--- src/rtl/ls595_deser.sv ---
// ls595_deser -- multi-plane serial-in / parallel-out deserializer.
//
// Reassembles CHANNELS parallel LSB-first bitstreams into WIDTH-bit words.
// Each channel behaves like a 74LS595: a shift register feeds a storage
// register. A shared bit counter marks word boundaries, and a valid/ready
// handshake hands finished words to the consumer.
//
// Optional feature (macro LS595_CASCADE_EN): adds the ser_out cascade port.
// ser_out is a registered copy of the bit that leaves sr[0] on each shift,
// which is the QH' equivalent of the 74LS595.
//
// Ports:
//   clk        system clock; all state changes on the rising edge
//   n_clr      asynchronous active-low reset
//   sclr       synchronous clear of the shift register, bit counter and
//              overflow flag (the storage register is kept)
//   shift_en   qualifies one serial bit per channel on this edge
//   ser_in     serial data; bit c belongs to channel c
//   word_ready consumer accepts word_out this cycle
//   word_valid storage register holds an unconsumed word
//   word_out   storage register; channel c is at [c*WIDTH +: WIDTH]
//   bit_cnt    bits received into the current word
//   overflow   sticky flag: a completed word was dropped
//   ser_out    cascade output (only with LS595_CASCADE_EN)

module ls595_deser #(
    parameter int WIDTH    = 8,
    parameter int CHANNELS = 3
) (
    input  logic                          clk,
    input  logic                          n_clr,
    input  logic                          sclr,
    input  logic                          shift_en,
    input  logic [CHANNELS-1:0]           ser_in,
    input  logic                          word_ready,
    output logic                          word_valid,
    output logic [CHANNELS*WIDTH-1:0]     word_out,
    output logic [$clog2(WIDTH)-1:0]      bit_cnt,
    output logic                          overflow
`ifdef LS595_CASCADE_EN
    ,
    output logic [CHANNELS-1:0]           ser_out
`endif
);

    localparam int CNT_W = $clog2(WIDTH);
    // The counter is compared against WIDTH-1, so WIDTH does not have to be a power of two.
    localparam logic [CNT_W-1:0] CNT_LAST = CNT_W'(WIDTH - 1);
    localparam logic [CNT_W-1:0] CNT_ONE  = CNT_W'(1);

    typedef enum logic [0:0] {
        ST_EMPTY = 1'b0,
        ST_FULL  = 1'b1
    } state_t;

    state_t                            state_r;
    state_t                            state_nxt_s;
    logic [CHANNELS-1:0][WIDTH-1:0]    sr_r;
    logic [CHANNELS-1:0][WIDTH-1:0]    cand_s;
    logic [CNT_W-1:0]                  cnt_r;
    logic [CHANNELS*WIDTH-1:0]         store_r;
    logic                              ovf_r;
    logic                              complete_s;
    logic                              load_s;
    logic                              drop_s;

    // Shifted value of every channel for this edge. It is also the word-complete candidate.
    always_comb begin
        cand_s = sr_r;
        for (int c = 0; c < CHANNELS; c++) begin
            cand_s[c] = {ser_in[c], sr_r[c][WIDTH-1:1]};
        end
    end

    // The word is complete when the last bit arrives. sclr discards that bit.
    always_comb begin
        complete_s = 1'b0;
        if (shift_en && !sclr && (cnt_r == CNT_LAST)) begin
            complete_s = 1'b1;
        end else begin
            complete_s = 1'b0;
        end
    end

    // Storage FSM next-state logic: load, drop, or consume decisions.
    always_comb begin
        state_nxt_s = state_r;
        load_s      = 1'b0;
        drop_s      = 1'b0;
        case (state_r)
            ST_EMPTY: begin
                if (complete_s) begin
                    load_s      = 1'b1;
                    state_nxt_s = ST_FULL;
                end else begin
                    state_nxt_s = ST_EMPTY;
                end
            end
            ST_FULL: begin
                if (complete_s && word_ready) begin
                    // Consume the old word and load the new one on the same edge, so there is no bubble.
                    load_s      = 1'b1;
                    state_nxt_s = ST_FULL;
                end else if (complete_s) begin
                    drop_s      = 1'b1;
                    state_nxt_s = ST_FULL;
                end else if (word_ready) begin
                    state_nxt_s = ST_EMPTY;
                end else begin
                    state_nxt_s = ST_FULL;
                end
            end
            default: begin
                state_nxt_s = ST_EMPTY;
            end
        endcase
    end

    // Storage FSM state register.
    always_ff @(posedge clk or negedge n_clr) begin
        if (!n_clr) begin
            state_r <= ST_EMPTY;
        end else begin
            state_r <= state_nxt_s;
        end
    end

    // Shift register, bit counter and sticky overflow. sclr overrides shift_en.
    always_ff @(posedge clk or negedge n_clr) begin
        if (!n_clr) begin
            sr_r  <= {(CHANNELS*WIDTH){1'b0}};
            cnt_r <= {CNT_W{1'b0}};
            ovf_r <= 1'b0;
        end else if (sclr) begin
            sr_r  <= {(CHANNELS*WIDTH){1'b0}};
            cnt_r <= {CNT_W{1'b0}};
            ovf_r <= 1'b0;
        end else begin
            if (shift_en) begin
                sr_r  <= cand_s;
                cnt_r <= complete_s ? {CNT_W{1'b0}} : (cnt_r + CNT_ONE);
            end
            if (drop_s) begin
                ovf_r <= 1'b1;
            end
        end
    end

    // Storage register. Only a load changes it; sclr leaves a pending word intact.
    always_ff @(posedge clk or negedge n_clr) begin
        if (!n_clr) begin
            store_r <= {(CHANNELS*WIDTH){1'b0}};
        end else if (load_s) begin
            store_r <= cand_s;
        end
    end

`ifdef LS595_CASCADE_EN
    logic [CHANNELS-1:0] ser_r;

    // Cascade register that captures the bit leaving sr[0] on each shift.
    always_ff @(posedge clk or negedge n_clr) begin
        if (!n_clr) begin
            ser_r <= {CHANNELS{1'b0}};
        end else if (sclr) begin
            ser_r <= {CHANNELS{1'b0}};
        end else if (shift_en) begin
            for (int c = 0; c < CHANNELS; c++) begin
                ser_r[c] <= sr_r[c][0];
            end
        end
    end

    assign ser_out = ser_r;
`endif

    assign word_valid = (state_r == ST_FULL);
    assign word_out   = store_r;
    assign bit_cnt    = cnt_r;
    assign overflow   = ovf_r;

endmodule

--- config.mk ---
export PLATFORM = sky130hd
export DESIGN_NAME = ls595_deser
export DESIGN_NICKNAME = d
export VERILOG_FILES = /design/src/rtl/ls595_deser.sv
export SDC_FILE = /design/constraint.sdc
export NUM_CORES = 1
export LEC_CHECK = 0
export BUFFER_PORTS_ARGS = -buffer_cell sky130_fd_sc_hd__buf_4
export CAP_MARGIN = 10
export CORE_ASPECT_RATIO = 2
export CORE_MARGIN = 2
export CORE_UTILIZATION = 40
export CTS_BUF_LIST = sky130_fd_sc_hd__clkbuf_8 sky130_fd_sc_hd__clkbuf_16
export DETAILED_ROUTE_END_ITERATION = 8
export PLACE_DENSITY = 0.59
export SYNTH_ARGS = -nofsm -noshare
export SYNTH_HDL_FRONTEND = slang
export SYNTH_SLANG_ARGS = --single-unit
--- constraint.sdc ---
create_clock -name clk -period 1.6 [get_ports clk]
set_input_delay 0.16 -clock clk [delete_from_list [all_inputs] [get_ports clk]]
set_output_delay 0.16 -clock clk [all_outputs]
set_load 0.02 [all_outputs]
==> insert_results.sql, run 1 <==
INSERT INTO impl_metrics (metric_group, metric, value, unit) VALUES
('outcome', 'outcome', 'completed', ''),
('grt', 'grt_pass1_vias', '1275', ''),
('synth', 'postSynthCellCount', '141', ''),
('drt', 'routed_wirelength', '3.786', 'mm'),
('layout', 'antenna_cells', '0', ''),
('drt', 'routed-via-count', '1212', ''),
('timing', 'setup-violations-final', '0', ''),
('drt', 'detailedRoute.firstPassIterationCount', '4', ''),
('grt', 'wire_length_of_the_first_global_routing_pass', '6.189', 'mm'),
('timing', 'achievable-frequency', '633.6', 'MHz'),
('layout', 'layout_commonest_cell', 'sky130_fd_sc_hd__dfrtp_1', ''),
('grt', 'groute.layer.met2.usage', '24.74', '%'),
('place', 'place.detailed.instances', '232', ''),
('power_and_ir_drop', 'report.power.total', '0.002289', 'W'),
('place', 'dp_slack', '-31.10', 'ps'),
('critical_path', 'worst_endpoint_data_arrival_time', '1770', 'ps'),
('cts', 'worstSkewPairLatency', '300', 'ps'),
('power_and_ir_drop', 'power_frac_seq', '56.3', '%'),
('die', 'chipHeight', '103.7', 'µm'),
('die', 'die-area', '5581', 'µm²'),
('synth', 'synth_seq_cells', '50', ''),
('critical_path', 'crit_path_top_delay_cell', 'sky130_fd_sc_hd__dfrtp_2', ''),
('synth', 'cell_type_contributing_the_most_total_cell_area_after_synthesis', 'sky130_fd_sc_hd__dfrtp_1', ''),
('grt', 'maximum_number_of_pins_on_one_net_before_global_route_repair', '51', ''),
('synth', 'synth.area.top_cells', 'sky130_fd_sc_hd__dfrtp_1 63%, sky130_fd_sc_hd__mux2_1 11%, sky130_fd_sc_hd__mux2i_1 11%', ''),
('critical_path', 'cp.depth', '7', ''),
('timing', 'post-route-worst-setup-slack', '21.81', 'ps'),
('power_and_ir_drop', 'cell_internal_pwr', '0.001789', 'W'),
('synth', 'post_synth_num_cell_types', '20', ''),
('drt', 'via_per_inst', '4.907', ''),
('layout', 'multiInputGateArea', '788.3', 'µm²'),
('die', 'floorplan.initialDensity', '41.23', '%'),
('power_and_ir_drop', 'power_density', '861.0', 'nW/µm²'),
('hold_path', 'hold-path-cell-count', '2', ''),
('power_and_ir_drop', 'part_of_the_total_power_dissipated_in_the_clock_network', '38.1', '%'),
('hold_path', 'end_point_of_the_worst_hold_path', 'word_out[15]', ''),
('timing', 'grt_setup_unrepaired', 'true', ''),
('place', 'gp_congestion', '0.7145', ''),
('critical_path', 'critPathMaxStageDelay', '400', 'ps'),
('layout', 'final.fill_count', '409', ''),
('critical_path', 'worst-path-buf-inv', '2', ''),
('layout', 'layoutNonFillerInstCount', '247', ''),
('power_and_ir_drop', 'swShare', '21.84', '%'),
('timing', 'finalCritPeriodShare', '98.64', '%'),
('hold_path', 'hold_path_startpoint', 'ser_in[1]', ''),
('timing', 'final.setup_skew', '3.934', 'ps'),
('power_and_ir_drop', 'switchingPower', '0.0005001', 'W'),
('drt', 'wl_per_cell', '15.33', 'µm'),
('layout', 'layout.area.seq', '1254', 'µm²'),
('layout', 'flow.area_growth_from_synthesis', '33.82', '%'),
('timing', 'period_minus_slack', '1578', 'ps'),
('critical_path', 'r2r_slack', '20', 'ps'),
('critical_path', 'critical_path_class', 'reg2reg', ''),
('place', 'place_hpwl', '2.377', 'mm'),
('synth', 'syn_area_per_cell', '14.09', 'µm²'),
('die', 'pin_count', '37', ''),
('critical_path', 'worstRegToRegCells', '7', ''),
('grt', 'grtUsageTotal', '14.91', '%'),
('die', 'fp.coreArea', '4820', 'µm²'),
('grt', 'globalRouteMet1Util', '18.17', '%'),
('die', 'floorplan.die.width', '53.84', 'µm'),
('grt', 'grt.met3_usage', '3.602', '%'),
('critical_path', 'cpLargestDelayFamily', 'flip-flops', ''),
('power_and_ir_drop', 'total_leakage_power', '1.377', 'nW'),
('job', 'cap_viol_max_count', '0', ''),
('power_and_ir_drop', 'share_comb_of_total_power', '5.6', '%'),
('cts', 'clock-root-buffer', 'sky130_fd_sc_hd__clkbuf_8', ''),
('place', 'io_buffers', '36', ''),
('layout', 'mostFrequentLayoutCells', '48 x sky130_fd_sc_hd__dfrtp_1, 43 x sky130_fd_sc_hd__buf_4, 24 x sky130_fd_sc_hd__nor2_1', ''),
('timing', 'slew-limit-headroom', '58.11', '%'),
('power_and_ir_drop', 'vdd.ir_drop.worst', '0.7781', 'mV');
-- power groups by stage --
stage / logic, W / registers, W / clock network (W)
2_1_floorplan: 0.0000581 / 0.00132 / 0
3_3_place_gp: 0.000121 / 0.00131 / 0
3_5_place_dp: 0.000124 / 0.00131 / 0
4_1_cts: 0.000129 / 0.00129 / 0.000900
5_1_grt: 0.000145 / 0.00129 / 0.000950
6_report: 0.000128 / 0.00129 / 0.000873
-- sequential cells by signal, summed over array words and instances, names as in the netlist --
signal	cells
word_out	24
cand_s	21
word_valid	1
bit_cnt	3
overflow	1
-- routing by layer --
metal	share of wire [%]	vias to the layer above	routed length, µm
met4	1.2	0	44
li1	-	571	-
met1	43	609	1617
met5	0	-	0
met3	3.7	4	140
met2	52	28	1984
-- synth_stat cells, drive strengths merged --
library cell	count
dfrtp	50
mux2	24
nor2	24
mux2i	22
buf	6
a21oi	2
clkbuf	2
ha	2
nand2	2
a31oi	1
inv	1
nand3b	1
nor2b	1
nor3	1
nor3b	1
o21bai	1
-- layout make-up --
cell class | count | area share (%)
Inverter | 1 | 0.1412
Timing Repair Buffer | 49 | 16.24
Clock inverter | 3 | 1.553
Tap cell | 57 | 2.682
Sequential cell | 50 | 47.15
Multi-Input combinational cell | 82 | 29.65
Clock buffer | 5 | 2.588
-- through the flow --
step                cell area (µm²)  hold slack (ps)
finish                         2659            96.10
global route                   2659            86.25
CTS                            2589            82.47
detailed placement             2415            223.1
global placement               2415            213.8
floorplan                      2068           -135.6
-- worst reg2reg max path, stage by stage, from the launching register on --
cell and delay, ps:
sky130_fd_sc_hd__dfrtp_2 400, sky130_fd_sc_hd__ha_4 140, sky130_fd_sc_hd__ha_4 130, sky130_fd_sc_hd__nand2_4 50, sky130_fd_sc_hd__nor3_4 130, sky130_fd_sc_hd__buf_6 160, sky130_fd_sc_hd__clkbuf_16 150, sky130_fd_sc_hd__mux2_4 300
-- cell families (layout without fill, tap and decap cells) --
| group | count (synthesis) | in the layout | share of synthesized area [%] |
|---|---|---|---|
| AO/OA/AOI/OAI | 4 | 4 | 1.197 |
| adder cells (fa/ha/maj) | 2 | 2 | 1.259 |
| buffers and inverters | 9 | 58 | 2.834 |
| flip-flops | 50 | 50 | 62.97 |
| multiplexers | 46 | 46 | 24.69 |
| AND/OR/NAND/NOR | 30 | 30 | 7.054 |
-- worst max path at each step --
stage / from / slack, ps / end
2_1_floorplan: bit_cnt[0] / -110 / word_out[0]
3_3_place_gp: bit_cnt[1] / 4 / word_out[14]
3_5_place_dp: bit_cnt[1] / -30 / word_out[14]
4_1_cts: bit_cnt[1] / 2 / word_out[14]
5_1_grt: bit_cnt[1] / -30 / word_out[22]
6_report: bit_cnt[1] / 20 / word_out[12]
-- timing repair --
action	4_1_cts	5_1_grt
hold buffers	1	0
endpoints found under the hold margin	50	0
setup buffers	3	1
setup endpoints to repair	24	24
resized for setup	2	10
pin swaps	1	0
gates cloned	1	1
No activity file was read; power rests on OpenSTA's default activity.
==> run 2, diff against run 1 <==
- CELL_PAD_IN_SITES_DETAIL_PLACEMENT: default -> 0
- CELL_PAD_IN_SITES_GLOBAL_PLACEMENT: default -> 2
- CORE_UTILIZATION: 40 -> 33
- PLACE_DENSITY: 0.59 -> 0.69
==> run 2 against run 1 <==
Net effect: the run now ends with DRC left; hold slack better by 25 ps; clock power grew 32%; non-clock buffer count is 2 lower; sequential power barely moved; critical endpoint is now word_out[13]; highest routed layer unchanged.
==> insert_results.sql, run 2 (synthesis gave the netlist of run 1 again) <==
INSERT INTO impl_metrics (metric_group, metric, value, unit) VALUES
('layout', 'final_layout_size_suffix_gt1_share', '42.55', '%'),
('layout', 'flow.area_growth_from_synthesis', '36.65', '%'),
('layout', 'largest_register_ffs', '24', ''),
('critical_path', 'critPathCapture', 'word_out[13]', ''),
('critical_path', 'cp_max_fo', '6', ''),
('layout', 'mostFrequentLayoutCells', '48 x sky130_fd_sc_hd__dfrtp_1, 41 x sky130_fd_sc_hd__buf_4, 24 x sky130_fd_sc_hd__nor2_1', ''),
('grt', 'grt_pass1_vias', '1192', ''),
('drt', 'routed-via-count', '1213', ''),
('power_and_ir_drop', 'switchingPower', '0.0005134', 'W'),
('place', 'dp_slack', '-38.86', 'ps'),
('die', 'floorplan.die.width', '58.87', 'µm'),
('die', 'die-area', '6695', 'µm²'),
('timing', 'slew-limit-headroom', '58.54', '%'),
('critical_path', 'r2r_slack', '20', 'ps'),
('place', 'place_hpwl', '2.290', 'mm'),
('timing', 'worst-slew-pin-transition', '621.9', 'ps'),
('critical_path', 'endpoint_kind', 'flop', ''),
('hold_path', 'worstHoldPathType', 'in2reg', ''),
('timing', 'achievable-frequency', '632.9', 'MHz'),
('drt', 'detail_route.iter0.violations', '36', ''),
('power_and_ir_drop', 'power_frac_seq', '50.2', '%'),
('power_and_ir_drop', 'report.power.total', '0.002568', 'W'),
('power_and_ir_drop', 'part_of_the_total_power_dissipated_in_the_clock_network', '44.9', '%'),
('timing', 'post-route-worst-setup-slack', '19.96', 'ps'),
('cts', 'cts-buffers-inserted', '5', ''),
('cts', 'htreeDepth', '2', ''),
('grt', 'grtUsageTotal', '11.91', '%'),
('die', 'pin_count', '37', ''),
('grt', 'maximum_number_of_pins_on_one_net_before_global_route_repair', '51', ''),
('power_and_ir_drop', 'cell_internal_pwr', '0.002055', 'W'),
('die', 'rows', '40', ''),
('timing', 'finalMaxSlewViolations', '0', ''),
('cts', 'cts_buffer_depth', '2', ''),
('outcome', 'violations', 'DRC', ''),
('power_and_ir_drop', 'share_comb_of_total_power', '4.9', '%'),
('critical_path', 'timing.critical_path.from', 'bit_cnt[1]', ''),
('critical_path', 'reg2reg_to', 'word_out[13]', ''),
('critical_path', 'worstRegToRegCells', '7', ''),
('power_and_ir_drop', 'vdd.ir_drop.worst', '0.4944', 'mV'),
('place', 'io_buffers', '36', ''),
('power_and_ir_drop', 'total_leakage_power', '1.403', 'nW'),
('drt', 'detailedRoute.firstPassIterationCount', '6', ''),
('grt', 'antenna_found_initial', '0', ''),
('cts', 'clock-root-buffer', 'sky130_fd_sc_hd__clkbuf_16', ''),
('place', 'gp_congestion', '0.6595', ''),
('drt', 'routed_wirelength', '3.787', 'mm'),
('grt', 'grt.overflow.total', '0', ''),
('layout', 'final_core_util', '45.97', '%'),
('power_and_ir_drop', 'power_density', '945.8', 'nW/µm²'),
('timing', 'setup-violations-final', '0', ''),
('timing', 'finalHoldViolCount', '0', ''),
('die', 'chipHeight', '113.7', 'µm'),
('critical_path', 'cp-start-kind', 'flop', ''),
('cts', 'worstSkewPairLatency', '280', 'ps'),
('cts', 'clkSlewWorstSetupHoldPaths', '60', 'ps'),
('outcome', 'outcome', 'finished with violations', ''),
('drt', 'drcViolationCount', '5', ''),
('drt', 'via_per_inst', '4.833', ''),
('drt', 'wl_per_cell', '15.09', 'µm'),
('cts', 'clock_sink_count', '50', ''),
('die', 'fp.coreArea', '5906', 'µm²'),
('job', 'cap_viol_max_count', '0', ''),
('critical_path', 'critical_path_class', 'reg2reg', ''),
('critical_path', 'r2r-start', 'bit_cnt[1]', ''),
('timing', 'grt_setup_unrepaired', 'true', ''),
('critical_path', 'worst_ep_required_time', '1760', 'ps'),
('timing', 'final.setup_skew', '3.837', 'ps'),
('cts', 'tritoncts', 'yes', ''),
('power_and_ir_drop', 'swShare', '19.99', '%'),
('layout', 'nNetsFinal', '197', ''),
('critical_path', 'worst_endpoint_data_arrival_time', '1740', 'ps'),
('timing', 'period_minus_slack', '1580', 'ps'),
('grt', 'wire_length_of_the_first_global_routing_pass', '6.058', 'mm'),
('timing', 'finalCritPeriodShare', '98.75', '%'),
('hold_path', 'hold_path_startpoint', 'ser_in[0]', ''),
('layout', 'antenna_cells', '0', ''),
('layout', 'layout_commonest_cell', 'sky130_fd_sc_hd__dfrtp_1', ''),
('die', 'floorplan.initialDensity', '33.64', '%'),
('drt', 'postRouteAntennaNets', '0', '');
run 2: power by group through the flow:
stage               Combinational [W]  Clock [W]  Sequential (W)
finish                       0.000126    0.00115         0.00129
global route                 0.000143    0.00126         0.00129
floorplan                   0.0000581          0         0.00132
detailed placement           0.000129          0         0.00131
CTS                          0.000131    0.00120         0.00129
global placement             0.000128          0         0.00131
run 2: routing by layer:
metal	share of wire, %	routed length (µm)	global-route usage [%]	up-vias
met5	0	0	0	-
met4	1.2	47	5.000	0
met3	5.4	203	3.515	4
met2	49	1863	18.00	32
met1	44	1673	15.75	607
li1	-	-	-	570
run 2: layout make-up:
class                   count  area, µm²
fillers                   559       3191
clock inverters             3      37.54
multi-input cells          82      788.3
well taps                  63      78.83
repair buffers             47      427.9
flip-flops and latches     50       1254
clock buffers               5      125.1
inverters                   1      3.754
run 2: worst min path at each step:
| stage | to | slack (ps) | cells after the start |
|---|---|---|---|
| floorplan | bit_cnt[0] | -140 | 0 |
| finish | word_out[7] | 120 | 2 |
| detailed placement | word_out[9] | 230 | 1 |
| global route | word_out[15] | 110 | 2 |
| CTS | word_out[15] | 100 | 2 |
| global placement | word_out[9] | 220 | 1 |
run 2: critical path: stages (launching register included):
cell and delay (ps):
sky130_fd_sc_hd__dfrtp_2 390, sky130_fd_sc_hd__ha_4 140, sky130_fd_sc_hd__ha_4 130, sky130_fd_sc_hd__nand2_4 50
sky130_fd_sc_hd__nor3_4 140, sky130_fd_sc_hd__buf_12 150, sky130_fd_sc_hd__clkbuf_16 140, sky130_fd_sc_hd__mux2_1 310
run 2: timing repair:
item	4_1_cts	5_1_grt
gates resized for setup	0	8
hold buffers	1	0
hold endpoints to repair	50	0
cloned	0	2
pin swaps	1	0
setup buffers	0	1
setup endpoints to repair	24	22
run 2: through the flow:
step	TNS (ps)	area [µm²]	hold WS (ps)	cells
4_1_cts	0	2615	100.8	248
3_3_place_gp	-154.5	2442	224.7	239
3_5_place_dp	-333.2	2442	234.3	239
6_report	0	2715	121.1	251
2_1_floorplan	-2152	2068	-135.6	141
5_1_grt	-165.4	2715	114.9	251
==> run 3, diff against run 2 <==
- ABC_AREA: default -> 1
- CORE_UTILIZATION: 33 -> 30
- SKIP_CTS_REPAIR_TIMING: default -> 1
==> run 3 against run 2 <==
Net effect: the flow now finishes without violations; register-to-register slack improved by 180 ps; critical path depth down 1; setup slack better by 180 ps; first-iteration DRC count increased by 97%; hold slack lost 32 ps; maximum frequency increased by 13%; non-clock buffer count fell by 4; global-route usage increased by 2.4 points; count of clock-buffer cells in the layout increased by 1; power down 3.0%; via count rose by 26%; critical endpoint is now bit_cnt[0].
==> insert_results.sql, run 3 <==
INSERT INTO impl_metrics (metric_group, metric, value, unit) VALUES
('critical_path', 'worst-path-buf-inv', '2', ''),
('die', 'floorplan.die.width', '62.00', 'µm'),
('critical_path', 'worst_ep_required_time', '1760', 'ps'),
('power_and_ir_drop', 'switchingPower', '0.0005575', 'W'),
('cts', 'worstSkewPairLatency', '290', 'ps'),
('die', 'chipHeight', '120.0', 'µm'),
('synth', 'post-synth-top-count-cell', 'sky130_fd_sc_hd__nand2_1', ''),
('cts', 'htreeDepth', '2', ''),
('layout', 'nNetsFinal', '251', ''),
('synth', 'cell_type_contributing_the_most_total_cell_area_after_synthesis', 'sky130_fd_sc_hd__dfrtp_1', ''),
('grt', 'globalRouteMet1Util', '15.42', '%'),
('drt', 'routed_wirelength', '4.627', 'mm'),
('timing', 'timing.setup.tns', '0', 'ps'),
('critical_path', 'cp_max_fo', '20', ''),
('drt', 'via_per_inst', '4.636', ''),
('layout', 'antenna_cells', '0', ''),
('drt', 'wl_per_cell', '14.02', 'µm'),
('power_and_ir_drop', 'total_leakage_power', '1.300', 'nW'),
('timing', 'grt_setup_unrepaired', 'false', ''),
('drt', 'detailedRoute.firstPassIterationCount', '6', ''),
('grt', 'groute.layer.met2.usage', '24.41', '%'),
('timing', 'final.setup_skew', '3.253', 'ps'),
('timing', 'setup-violations-final', '0', ''),
('timing', 'finalCritPeriodShare', '87.43', '%'),
('place', 'place_hpwl', '3.038', 'mm'),
('critical_path', 'critPathMaxStageDelay', '380', 'ps'),
('critical_path', 'r2r_slack', '200', 'ps'),
('grt', 'grt_pass1_vias', '1555', ''),
('synth', 'post_synth_num_cell_types', '17', ''),
('grt', 'grt.met3_usage', '3.664', '%'),
('critical_path', 'cp-start-kind', 'flop', ''),
('timing', 'achievable-frequency', '714.8', 'MHz'),
('drt', 'drcViolationCount', '0', ''),
('timing', 'slew-limit-headroom', '57.66', '%'),
('critical_path', 'cpLargestDelayFamily', 'flip-flops', ''),
('outcome', 'outcome', 'completed', ''),
('power_and_ir_drop', 'part_of_the_total_power_dissipated_in_the_clock_network', '43.5', '%'),
('layout', 'mostFrequentLayoutCells', '57 x sky130_fd_sc_hd__nand2_1, 50 x sky130_fd_sc_hd__dfrtp_1, 42 x sky130_fd_sc_hd__buf_4', ''),
('layout', 'final_layout_size_suffix_gt1_share', '23.55', '%'),
('synth', 'postSynthCellCount', '203', ''),
('place', 'dp_slack', '176.3', 'ps'),
('layout', 'largest_register_ffs', '24', ''),
('synth', 'synth.net_count', '213', ''),
('layout', 'flow.area_growth_from_synthesis', '25.36', '%'),
('synth', 'synth-warning-count', '0', ''),
('place', 'io_buffers', '36', ''),
('timing', 'post-route-worst-setup-slack', '201.1', 'ps'),
('critical_path', 'worst_path_most_repeated_cell', 'sky130_fd_sc_hd__ha_1', ''),
('cts', 'cts_buffer_depth', '2', ''),
('power_and_ir_drop', 'swShare', '22.38', '%'),
('grt', 'grtUsageTotal', '14.35', '%'),
('die', 'die-area', '7439', 'µm²'),
('grt', 'grt.overflow.total', '0', ''),
('power_and_ir_drop', 'power_frac_seq', '51.6', '%'),
('die', 'floorplan.initialDensity', '30.72', '%'),
('die', 'fp.coreArea', '6569', 'µm²'),
('cts', 'tritoncts', 'yes', ''),
('timing', 'finalMaxSlewViolations', '0', ''),
('timing', 'finalHoldViolCount', '0', ''),
('cts', 'clock-root-buffer', 'sky130_fd_sc_hd__clkbuf_16', ''),
('critical_path', 'worst_endpoint_data_arrival_time', '1560', 'ps'),
('drt', 'detail_route.iter0.violations', '71', ''),
('synth', 'synth.top_cells.by_count', '57 x sky130_fd_sc_hd__nand2_1, 50 x sky130_fd_sc_hd__dfrtp_1, 24 x sky130_fd_sc_hd__nand4_1', ''),
('synth', 'yosysTopAreaCellShare', '62.00', '%'),
('timing', 'worst-slew-pin-transition', '635.1', 'ps'),
('synth', 'syn_area_per_cell', '9.942', 'µm²'),
('die', 'rows', '42', ''),
('synth', 'synth.area.top_cells', 'sky130_fd_sc_hd__dfrtp_1 62%, sky130_fd_sc_hd__nand2_1 11%, sky130_fd_sc_hd__nand4_1 7.4%', ''),
('power_and_ir_drop', 'share_comb_of_total_power', '4.9', '%'),
('cts', 'clkSlewWorstSetupHoldPaths', '60', 'ps'),
('power_and_ir_drop', 'vdd.ir_drop.worst', '0.5720', 'mV'),
('critical_path', 'endpoint_kind', 'flop', ''),
('place', 'gp_congestion', '0.7515', ''),
('synth', 'postSynth.asyncResetShare', '100.0', '%'),
('grt', 'wire_length_of_the_first_global_routing_pass', '7.631', 'mm'),
('cts', 'clock_sink_count', '50', ''),
('critical_path', 'critical_path_class', 'reg2reg', ''),
('critical_path', 'crit_path_top_delay_cell', 'sky130_fd_sc_hd__dfrtp_1', ''),
('job', 'cap_viol_max_count', '0', ''),
('power_and_ir_drop', 'cell_internal_pwr', '0.001933', 'W'),
('layout', 'layout_commonest_cell', 'sky130_fd_sc_hd__nand2_1', ''),
('timing', 'period_minus_slack', '1399', 'ps'),
('grt', 'maximum_number_of_pins_on_one_net_before_global_route_repair', '51', ''),
('synth', 'syn_area', '2018', 'µm²'),
('grt', 'antenna_found_initial', '0', ''),
('synth', 'synth_enable_flop_cells', '0', ''),
('synth', 'synth_seq_cells', '50', ''),
('drt', 'routed-via-count', '1530', ''),
('synth', 'postSynth.topFlopCell', 'sky130_fd_sc_hd__dfrtp_1', ''),
('hold_path', 'worstHoldPathType', 'in2reg', ''),
('synth', 'seq_area_frac_synth', '62.00', '%'),
('cts', 'cts-buffers-inserted', '5', ''),
('drt', 'postRouteAntennaNets', '0', ''),
('die', 'pin_count', '37', ''),
('power_and_ir_drop', 'power_density', '984.6', 'nW/µm²'),
('grt', 'grt_most_used_layer', 'met2', ''),
('critical_path', 'crit_chain', 'ha_1, ha_1, buf_4, inv_1, nand3_1, o21ai_0', '');
-- run 3: cells by family after synthesis --
family / synth area share (%)
compound gates: 6.881
fa+ha+maj: 1.240
buf+inv: 7.998
flops: 62.00
simple gates: 21.89
-- run 3: layout make-up --
type | count | area (µm²)
sequential | 50 | 1251
tap | 88 | 110.1
inverter | 23 | 86.33
fill | 683 | 4039
timing repair buffer | 43 | 325.3
clock buffer | 6 | 138.9
multi-input combinational | 118 | 605.6
clock inverter | 2 | 12.51
-- run 3: final timing paths --
path | depth (start not counted) | startpoint | end
worst max-delay path | 6 | bit_cnt[0] | bit_cnt[0]
worst min-delay path | 3 | ser_in[1] | cand_s[14]
worst max register to register | 6 | bit_cnt[0] | bit_cnt[0]
worst min register to register | 2 | word_out[10] | word_out[10]
max in group asynchronous | 2 | n_clr | cand_s[9]
min in group asynchronous | 2 | n_clr | word_out[7]
-- run 3: stage by stage --
step	std cells	hold slack [ps]	instance area [µm²]	util, %	total power (W)
floorplan	203	-135.6	2018	-	0.001366
global placement	321	233.1	2369	36.06	0.001434
detailed placement	321	236.6	2369	36.06	0.001434
CTS	329	-80.82	2520	38.36	0.002543
global route	330	108.2	2530	38.51	0.002583
finish	330	88.66	2530	38.51	0.002491
-- run 3: worst register-to-register path: stages, from the launching register on --
cell and delay [ps]:
sky130_fd_sc_hd__dfrtp_1 380, sky130_fd_sc_hd__ha_1 160, sky130_fd_sc_hd__ha_1 220, sky130_fd_sc_hd__buf_4 260, sky130_fd_sc_hd__inv_1 80, sky130_fd_sc_hd__nand3_1 70, sky130_fd_sc_hd__o21ai_0 80
-- run 3: routing by layer --
layer	share of wire, %	vias to the layer above
met1	38	741
met2	56	27
li1	-	756
met4	2.7	0
met5	0	-
met3	2.8	6
-- run 3: power groups by stage --
stage / Clock (W) / Combinational [W] / Sequential (W)
detailed placement: 0 / 0.000124 / 0.00131
global placement: 0 / 0.000124 / 0.00131
CTS: 0.00113 / 0.000125 / 0.00129
floorplan: 0 / 0.0000515 / 0.00131
finish: 0.00108 / 0.000122 / 0.00129
global route: 0.00116 / 0.000139 / 0.00129
